`src/rtl/sun.sv`:
```
// ---------------------------------------------------------------------------
// sun : bus slave model of a four-quadrant sun sensor.
//   Software enables the sensor, writes photodiode intensities A..D, and the
//   write of D kicks off a short pipeline that produces the X error, Y error
//   and total intensity.  Status and results are read back over the bus.
//
// Ports
//   pclk      in   1   clock, rising edge
//   psels     in   1   slave select
//   penables  in   1   access phase strobe
//   pwrites   in   1   1 = write, 0 = read
//   paddrs    in   32  byte address (bits 31:4 must be zero)
//   pwdatas   in   32  write data
//   prdatas   out  32  read data (0 unless selected for a read)
//   preadys   out  1   transfer complete (zero wait states)
//   reset     in   1   asynchronous, active-low reset
//
// state  | meaning
// IDLE   | waiting for a D write while enabled
// LOAD   | snapshot A..D so later bus writes cannot disturb the run
// SUM    | form the pair sums and the total
// DIFF   | form X and Y from the pair sums
// DONE   | publish results and raise VALID
// ---------------------------------------------------------------------------
module sun (
  input  logic        pclk,
  input  logic        psels,
  input  logic        penables,
  input  logic        pwrites,
  input  logic [31:0] paddrs,
  input  logic [31:0] pwdatas,
  output logic [31:0] prdatas,
  output logic        preadys,
  input  logic        reset
);

  typedef enum logic [2:0] {
    S_IDLE,
    S_LOAD,
    S_SUM,
    S_DIFF,
    S_DONE
  } state_t;

  state_t      r_state;
  state_t      w_next;

  logic        r_en;
  logic        r_valid;
  logic [7:0]  r_pd_a, r_pd_b, r_pd_c, r_pd_d;
  logic [7:0]  r_s_a, r_s_b, r_s_c, r_s_d;
  logic [9:0]  r_ab, r_cd, r_ad, r_bc, r_tot;
  logic [9:0]  r_dx, r_dy, r_dsum;
  logic [9:0]  r_x, r_y, r_sum;

  logic        w_wr;
  logic        w_mapped;
  logic        w_wr_ctrl;
  logic        w_wr_d;
  logic        w_busy;
  logic        w_start;
  logic        w_abort;
  logic [31:0] w_rdata;
  logic        w_unused;

  assign w_unused  = ^pwdatas[31:8];

  assign w_wr      = psels & penables & pwrites;
  assign w_mapped  = (paddrs[31:4] == 28'd0);
  assign w_wr_ctrl = w_wr & w_mapped & (paddrs[3:0] == 4'h0);
  assign w_wr_d    = w_wr & w_mapped & (paddrs[3:0] == 4'h4);
  assign w_busy    = (r_state != S_IDLE);
  assign w_start   = w_wr_d & r_en & ~w_busy;
  // Clearing EN mid-run drops the run; results from the previous run stay.
  assign w_abort   = w_wr_ctrl & ~pwdatas[0] & w_busy;

  always_ff @(posedge pclk or negedge reset) begin
    if (!reset) r_state <= S_IDLE;
    else        r_state <= w_next;
  end

  always_comb begin
    w_next = r_state;
    case (r_state)
      S_IDLE:  if (w_start) w_next = S_LOAD;
      S_LOAD:  w_next = S_SUM;
      S_SUM:   w_next = S_DIFF;
      S_DIFF:  w_next = S_DONE;
      S_DONE:  w_next = S_IDLE;
      default: w_next = S_IDLE;
    endcase
    if (w_abort) w_next = S_IDLE;
  end

  // Bus-visible registers
  always_ff @(posedge pclk or negedge reset) begin
    if (!reset) begin
      r_en   <= 1'b0;
      r_pd_a <= 8'd0;
      r_pd_b <= 8'd0;
      r_pd_c <= 8'd0;
      r_pd_d <= 8'd0;
    end else if (w_wr && w_mapped) begin
      case (paddrs[3:0])
        4'h0:    r_en   <= pwdatas[0];
        4'h1:    r_pd_a <= pwdatas[7:0];
        4'h2:    r_pd_b <= pwdatas[7:0];
        4'h3:    r_pd_c <= pwdatas[7:0];
        4'h4:    r_pd_d <= pwdatas[7:0];
        default: ;
      endcase
    end
  end

  // Computation pipeline
  always_ff @(posedge pclk or negedge reset) begin
    if (!reset) begin
      r_s_a   <= 8'd0;
      r_s_b   <= 8'd0;
      r_s_c   <= 8'd0;
      r_s_d   <= 8'd0;
      r_ab    <= 10'd0;
      r_cd    <= 10'd0;
      r_ad    <= 10'd0;
      r_bc    <= 10'd0;
      r_tot   <= 10'd0;
      r_dx    <= 10'd0;
      r_dy    <= 10'd0;
      r_dsum  <= 10'd0;
      r_x     <= 10'd0;
      r_y     <= 10'd0;
      r_sum   <= 10'd0;
      r_valid <= 1'b0;
    end else begin
      case (r_state)
        S_LOAD: begin
          r_s_a <= r_pd_a;
          r_s_b <= r_pd_b;
          r_s_c <= r_pd_c;
          r_s_d <= r_pd_d;
        end
        S_SUM: begin
          r_ab  <= {2'b00, r_s_a} + {2'b00, r_s_b};
          r_cd  <= {2'b00, r_s_c} + {2'b00, r_s_d};
          r_ad  <= {2'b00, r_s_a} + {2'b00, r_s_d};
          r_bc  <= {2'b00, r_s_b} + {2'b00, r_s_c};
          r_tot <= {2'b00, r_s_a} + {2'b00, r_s_b} + {2'b00, r_s_c} + {2'b00, r_s_d};
        end
        S_DIFF: begin
          // 10-bit two's complement covers -510..+510
          r_dx   <= r_ab - r_cd;
          r_dy   <= r_ad - r_bc;
          r_dsum <= r_tot;
        end
        S_DONE: begin
          if (!w_abort) begin
            r_x   <= r_dx;
            r_y   <= r_dy;
            r_sum <= r_dsum;
          end
        end
        default: ;
      endcase

      if (w_start || w_abort)        r_valid <= 1'b0;
      else if (r_state == S_DONE)    r_valid <= 1'b1;
    end
  end

  always_comb begin
    w_rdata = 32'd0;
    if (w_mapped) begin
      case (paddrs[3:0])
        4'h0:    w_rdata = {31'd0, r_en};
        4'h1:    w_rdata = {24'd0, r_pd_a};
        4'h2:    w_rdata = {24'd0, r_pd_b};
        4'h3:    w_rdata = {24'd0, r_pd_c};
        4'h4:    w_rdata = {24'd0, r_pd_d};
        4'h5:    w_rdata = {29'd0, r_en, w_busy, r_valid};
        4'h6:    w_rdata = {{22{r_x[9]}}, r_x};
        4'h7:    w_rdata = {{22{r_y[9]}}, r_y};
        4'h8:    w_rdata = {22'd0, r_sum};
        default: w_rdata = 32'd0;
      endcase
    end
  end

  assign prdatas = (psels & ~pwrites) ? w_rdata : 32'd0;
  assign preadys = psels & penables;

endmodule

```
`config.mk`:
```
export PLATFORM = sky130hd
export DESIGN_NAME = sun
export DESIGN_NICKNAME = d
export VERILOG_FILES = /design/src/rtl/sun.sv
export SDC_FILE = /design/constraint.sdc
export NUM_CORES = 1
export LEC_CHECK = 0
export ABC_CLOCK_PERIOD_IN_PS = 4800
export CAP_MARGIN = 40
export CORE_ASPECT_RATIO = 0.7
export CORE_MARGIN = 4
export CORE_UTILIZATION = 50
export CTS_CLUSTER_DIAMETER = 200
export DETAILED_ROUTE_END_ITERATION = 8
export GPL_TIMING_DRIVEN = 0
export HOLD_SLACK_MARGIN = 0.06
export MAX_ROUTING_LAYER = met4
export PLACE_DENSITY = 0.79
export SETUP_SLACK_MARGIN = 0.15
export SLEW_MARGIN = 5
export SYNTH_ARGS = -nofsm -noshare
export SYNTH_HDL_FRONTEND = slang
export SYNTH_SLANG_ARGS = --single-unit
```
`constraint.sdc`:
```
create_clock -name pclk -period 4.8 [get_ports pclk]
set_clock_uncertainty 0.2 [all_clocks]
set_input_delay 0.48 -clock pclk [delete_from_list [all_inputs] [get_ports pclk]]
set_output_delay 0.48 -clock pclk [all_outputs]
set_load 0.05 [all_outputs]
```
=== Yosys cells after proc, flatten, opt, wreduce, memory -nomap -nowiden ===
Index checks and enable logic that the tools add are counted.

* Bitwise gates (word level): 14
* Reduce and logical (&&, ||, !) cells: 13
* Equality and inequality tests: 13
* Multiplexer cells: 8
* Add/subtract/negate cells: 8

{| class="wikitable"
|+ Operators with widths
! operator !! count
|-
| 32-bit case mux with 9 select lines || 1
|-
| 32-bit two-way mux || 2
|-
| 8-bit by 8-bit adder with 9-bit output || 4
|-
| 28-bit logical NOT || 1
|-
| 10-bit subtractor || 2
|-
| 4-bit by 3-bit equality test with 1-bit output (second input constant) || 4
|-
| 3-bit case mux with 4 select lines || 1
|-
| 2-bit AND reduction || 6
|-
| 10-bit by 8-bit adder with 10-bit output || 1
|-
| 9-bit by 8-bit adder with 10-bit output || 1
|-
| 1-bit bitwise AND || 10
|-
| 4-bit by 2-bit equality test with 1-bit output (second input constant) || 2
|-
| 3-bit by 2-bit equality test with 1-bit output (second input constant) || 2
|-
| 3-bit two-way mux || 2
|-
| 4-bit by 1-bit equality test with 1-bit output (second input constant) || 1
|-
| 4-bit equality test (second input constant) || 1
|-
| 4-bit logical NOT || 1
|-
| 1-bit inverter || 4
|-
| 3-bit by 1-bit equality test with 1-bit output (second input constant) || 1
|-
| 3-bit equality test (second input constant) || 1
|-
| 3-bit logical NOT || 1
|-
| 3-bit inequality test (second input constant) || 1
|-
| 3-bit nonzero test || 1
|-
| 1-bit two-way mux || 2
|-
| 3 further kinds || 3
|}

* Output and inout port bits: 33
* Register bits after elaboration: 179
* Logic and storage cells: 78
* Input bits: 69

=== Logic depth before layout (Yosys ltp) ===
* Depth in word-level cells: 9
* Mapped depth: 13
* Depth with buffers taken out: 13

=== Worst setup path before layout ===
Ideal clock, no wire load.

* Kind: input-to-output
* Start point: in paddrs[14]
* End point: out prdatas[11]
* Setup slack: 0.853 ns
* Path buffers: 2
* Data required time: 4.120 ns
* Cell stages on the path: 7
* Arrival: 3.267 ns
* Cells stage by stage: nor4_1 nand4_1 nor3_1 nand4b_1 clkbuf_1 nor2_1 buf_4

* Word-level cells in the longest chain between the ends: 3

{| class="wikitable"
|+ Ends and longest elaborated chain
! element !! RTL line !! text
|-
| start, declared || 30 || <nowiki>input logic [31:0] paddrs,</nowiki>
|-
| 28-bit logical NOT || 69 || <nowiki>assign w_mapped = (paddrs[31:4] == 28'd0);</nowiki>
|-
| 32-bit two-way mux || 172 || <nowiki>if (w_mapped) begin</nowiki>
|-
| 32-bit two-way mux || 188 || <nowiki>assign prdatas = (psels & ~pwrites) ? w_rdata : 32'd0;</nowiki>
|-
| end, declared || 32 || <nowiki>output logic [31:0] prdatas,</nowiki>
|}

No other way between the ends.

=== Final worst setup path ===
* Start point: in paddrs[5]
* End point: out prdatas[10]

The elaborated chain is that of the path after synthesis.

==> flow_metrics.env <==
export IMPL_drc=0
export IMPL_synth_edf_count=0
export IMPL_crit_buf_inv=4
export IMPL_die_height_um=126.8
export IMPL_fin_crit_ns=4.312
export IMPL_clock_latency_ns=0.43
export IMPL_period_share=0.8984
export IMPL_start_util=0.5095
export IMPL_synth_largest_area_cell="dfrtp_1"
export IMPL_cts_tree="yes"
export IMPL_slew_viol_final=0
export IMPL_dr_pass1_iters=5
export IMPL_synth_avg_cell_area_um2=10.43
export IMPL_seq_area_frac_synth=0.4341
export IMPL_hold_violations=0
export IMPL_post_drt_wl_per_cell_um=21.22
export IMPL_viasPerCell=5.926
export IMPL_via_count=7988
export IMPL_ys_ff_latch=175
export IMPL_crit_type="input pin to output pin"
export IMPL_grt_max_degree=89
export IMPL_worst_pin_slew_ns=0.6827
export IMPL_power_density_nw_per_um2=260.7
export IMPL_fp_dieArea_um2=22550
export IMPL_hold_path_class="flip-flop to flip-flop"
export IMPL_clock_sinks=175
export IMPL_async_flop_share=1.000
export IMPL_finalPower_mw=3.108
export IMPL_crit_fanout=16
export IMPL_num_rows=43
export IMPL_arrival_ns=3.63
export IMPL_worstSetupEndpointType="output pin"
export IMPL_ys_warn_count=0
export IMPL_post_place_ws_ns=-0.1048
export IMPL_critical_path_top_delay_family="buffers and inverters"
export IMPL_drive_above_1_share=0.1623
export IMPL_finalSetupViolCount=0
export IMPL_cts_clk_slew_worst_paths_ns=0.06
export IMPL_cp_start_kind="input pin"
export IMPL_grt_antenna_before_repair=0
export IMPL_grt_setup_unrepaired="no"
export IMPL_overflow=0
export IMPL_final_nets=1207
export IMPL_leakage_nw=5.880
export IMPL_cap_viol_max_count=0
export IMPL_portBuffers=76
export IMPL_crit_required_ns=4.12
export IMPL_gp_congestion=0.9856
export IMPL_layout_area_overhead_vs_synth_pct=18.17
export IMPL_die_w_um=177.8
export IMPL_status="finished, final reports clean"
export IMPL_grt_pass1_wl_um=44630
export IMPL_cpPeakStageDelay_ns=0.82
export IMPL_setup_ws_ns=0.4878
export IMPL_netlist_area_um2=10090
export IMPL_grt_pass1_vias=7824
export IMPL_ant_nets=0
export IMPL_synthTopCellsByArea="dfrtp_1 43%, ha_1 7.2%, mux2_2 7.0%"
export IMPL_wl_um=28610
export IMPL_cts_buffers=17
export IMPL_synth_ff_type="dfrtp_1"
export IMPL_clk_root_buffer_cell="clkbuf_16"
export IMPL_netlist_area_leader_share=0.4341
export IMPL_syn_num_nets=1109
export IMPL_cpMaxStageDelayCell="clkdlybuf4s50_1"
export IMPL_first_iter_violations=1115
export IMPL_synth_cell_types=63
export IMPL_antenna_cells=0
export IMPL_core_um2=19800
export IMPL_htree_num_levels=4
export IMPL_hpwl_um=21740
export IMPL_synthesis_instances=967
export IMPL_grtUsageTotal=0.2665
export IMPL_slew_headroom=0.5449
export IMPL_io_pins=102
export IMPL_fmax_ghz=0.2319
export IMPL_clock_path_buffers=2
export IMPL_cp_cell_sequence="clkdlybuf4s50_1 -> nor4_1 -> nand4_1 -> nor3_1 -> nand4b_1 -> clkbuf_1 -> nor2_2 -> buf_4 -> clkdlybuf4s50_1"
export IMPL_cpMostUsedCell="clkdlybuf4s50_1"
export IMPL_ir_drop_v=0.0002686
-- placed cells by master, fill, tap and decap left out, types with 19 or more instances in the layout --
master,synthesis,layout
dfrtp_1,175,175
nand2_1,114,114
o21ai_0,72,72
mux2_2,63,63
clkdlybuf4s50_1,0,60
ha_1,58,58
inv_1,57,57
nor2_1,50,49
mux2_4,29,29
clkbuf_1,29,27
a21oi_1,26,26
nor3_1,23,23
buf_4,22,23
o21a_1,23,23
a211oi_1,19,19
-- cells in the mapped netlist, types with 3 or more instances --
cell type,n
a31o_2,4
o21a_1,23
mux2i_1,5
and2_1,5
clkbuf_1,29
a22o_1,6
a21o_1,11
a221oi_1,3
o31a_1,4
buf_4,22
nand3_2,3
o31ai_1,16
or4_1,5
mux2_2,63
a32oi_1,4
nand3_1,9
buf_6,3
xnor2_1,6
buf_1,3
and3_1,4
fa_1,15
or3_1,3
a31oi_1,12
nand4_1,3
mux2_4,29
nor4_1,9
xor2_1,12
nand2b_1,9
ha_1,58
a21oi_1,26
a211oi_1,19
a22oi_1,3
nor3b_1,4
nand3b_1,5
o21ai_0,72
nor2_1,50
dfrtp_1,175
nand2_1,114
inv_1,57
nor3_1,23
nor2b_1,11
-- where the power goes --
group          internal (mW)  total (mW)   switching, mW
sequential              1.47        1.47  0.000000000822
clock                  0.896        1.53           0.632
combinational         0.0442       0.106          0.0622
-- stage by stage --
stage          TNS, ns  hold WS, ns  cell area (µm²)  cells  utilization
5_1_grt              0       0.3038            11920   1348       0.6021
6_report             0       0.2824            11920   1348       0.6021
3_5_place_dp    -1.294       0.2603            11230   1315       0.5670
2_1_floorplan        0     -0.01559            10090    967            -
4_1_cts              0       0.2839            11880   1348       0.6000
3_3_place_gp   -731.11       0.2597            11190   1313       0.5650
-- cell families (layout without fill, tap and decap cells) --
group                    after synthesis  after routing  share of synthesized area
adder cells (fa/ha/maj)               73             73                     0.1017
multiplexers                         101            101                     0.1252
AND/OR/NAND/NOR                      267            267                     0.1292
flip-flops                           175            175                     0.4341
AO/OA/AOI/OAI                        218            218                     0.1408
buffers and inverters                115            226                    0.05334
XOR/XNOR                              18             18                    0.01563
-- worst register-to-register path: stages, from the launching register on --
cell	delay, ns
dfrtp_1	0.45
ha_1	0.30
fa_1	0.46
a211oi_1	0.35
o21bai_1	0.12
a21oi_1	0.19
xor2_1	0.47
fa_1	0.51
inv_1	0.07
ha_1	0.29
a211o_1	0.33
and3_1	0.18
a21oi_1	0.11
o21ai_0	0.09
-- routing by layer --
layer,GRT usage,part of all wire,wire length (µm),up-vias
li1,-,-,-,3623
met4,0.06136,0.015,435,0
met5,-,0,0,-
met3,0.09115,0.12,3345,43
met2,0.3688,0.42,12130,360
met1,0.3795,0.44,12700,3962
-- worst paths after layout --
kind                       startpoint          end  slack [ns]  cells past startpoint
max                         paddrs[5]  prdatas[10]        0.49                      9
min                           r_dx[3]      r_dx[3]        0.28                      2
max reg2reg                  r_s_a[0]     r_tot[7]        0.55                     13
min reg2reg                   r_dx[3]      r_dx[3]        0.28                      2
max in group asynchronous       reset     r_s_b[3]        3.09                      3
min in group asynchronous       reset      r_dy[7]        0.44                      2
-- flip-flops by register name, indices dropped and copies added (netlist names), 9 cells and up --
register  flops
r_dsum       10
r_dx         10
r_dy         10
r_sum        10
r_tot        10
r_x          10
r_y          10
r_ab          9
r_ad          9
r_bc          9
r_cd          9
-- cell type report --
cell class | count | area, µm²
multi-input combinational | 677 | 5172
tap | 270 | 337.8
sequential | 175 | 4379
clock buffer | 18 | 439.2
fill | 1590 | 7879
inverter | 57 | 214.0
timing repair buffer | 79 | 848.3
buffer | 58 | 327.8
clock inverter | 14 | 201.4
-- timing repair --
item / 4_1_cts / 5_1_grt
setup buffers: 0 / 0
hold endpoints to repair: 87 / 0
pin swaps: 0 / 0
endpoints found under the setup margin: 22 / 16
gates resized for setup: 2 / 18
hold buffers: 1 / 0
Note: power is estimated with default switching activity, not from simulation.
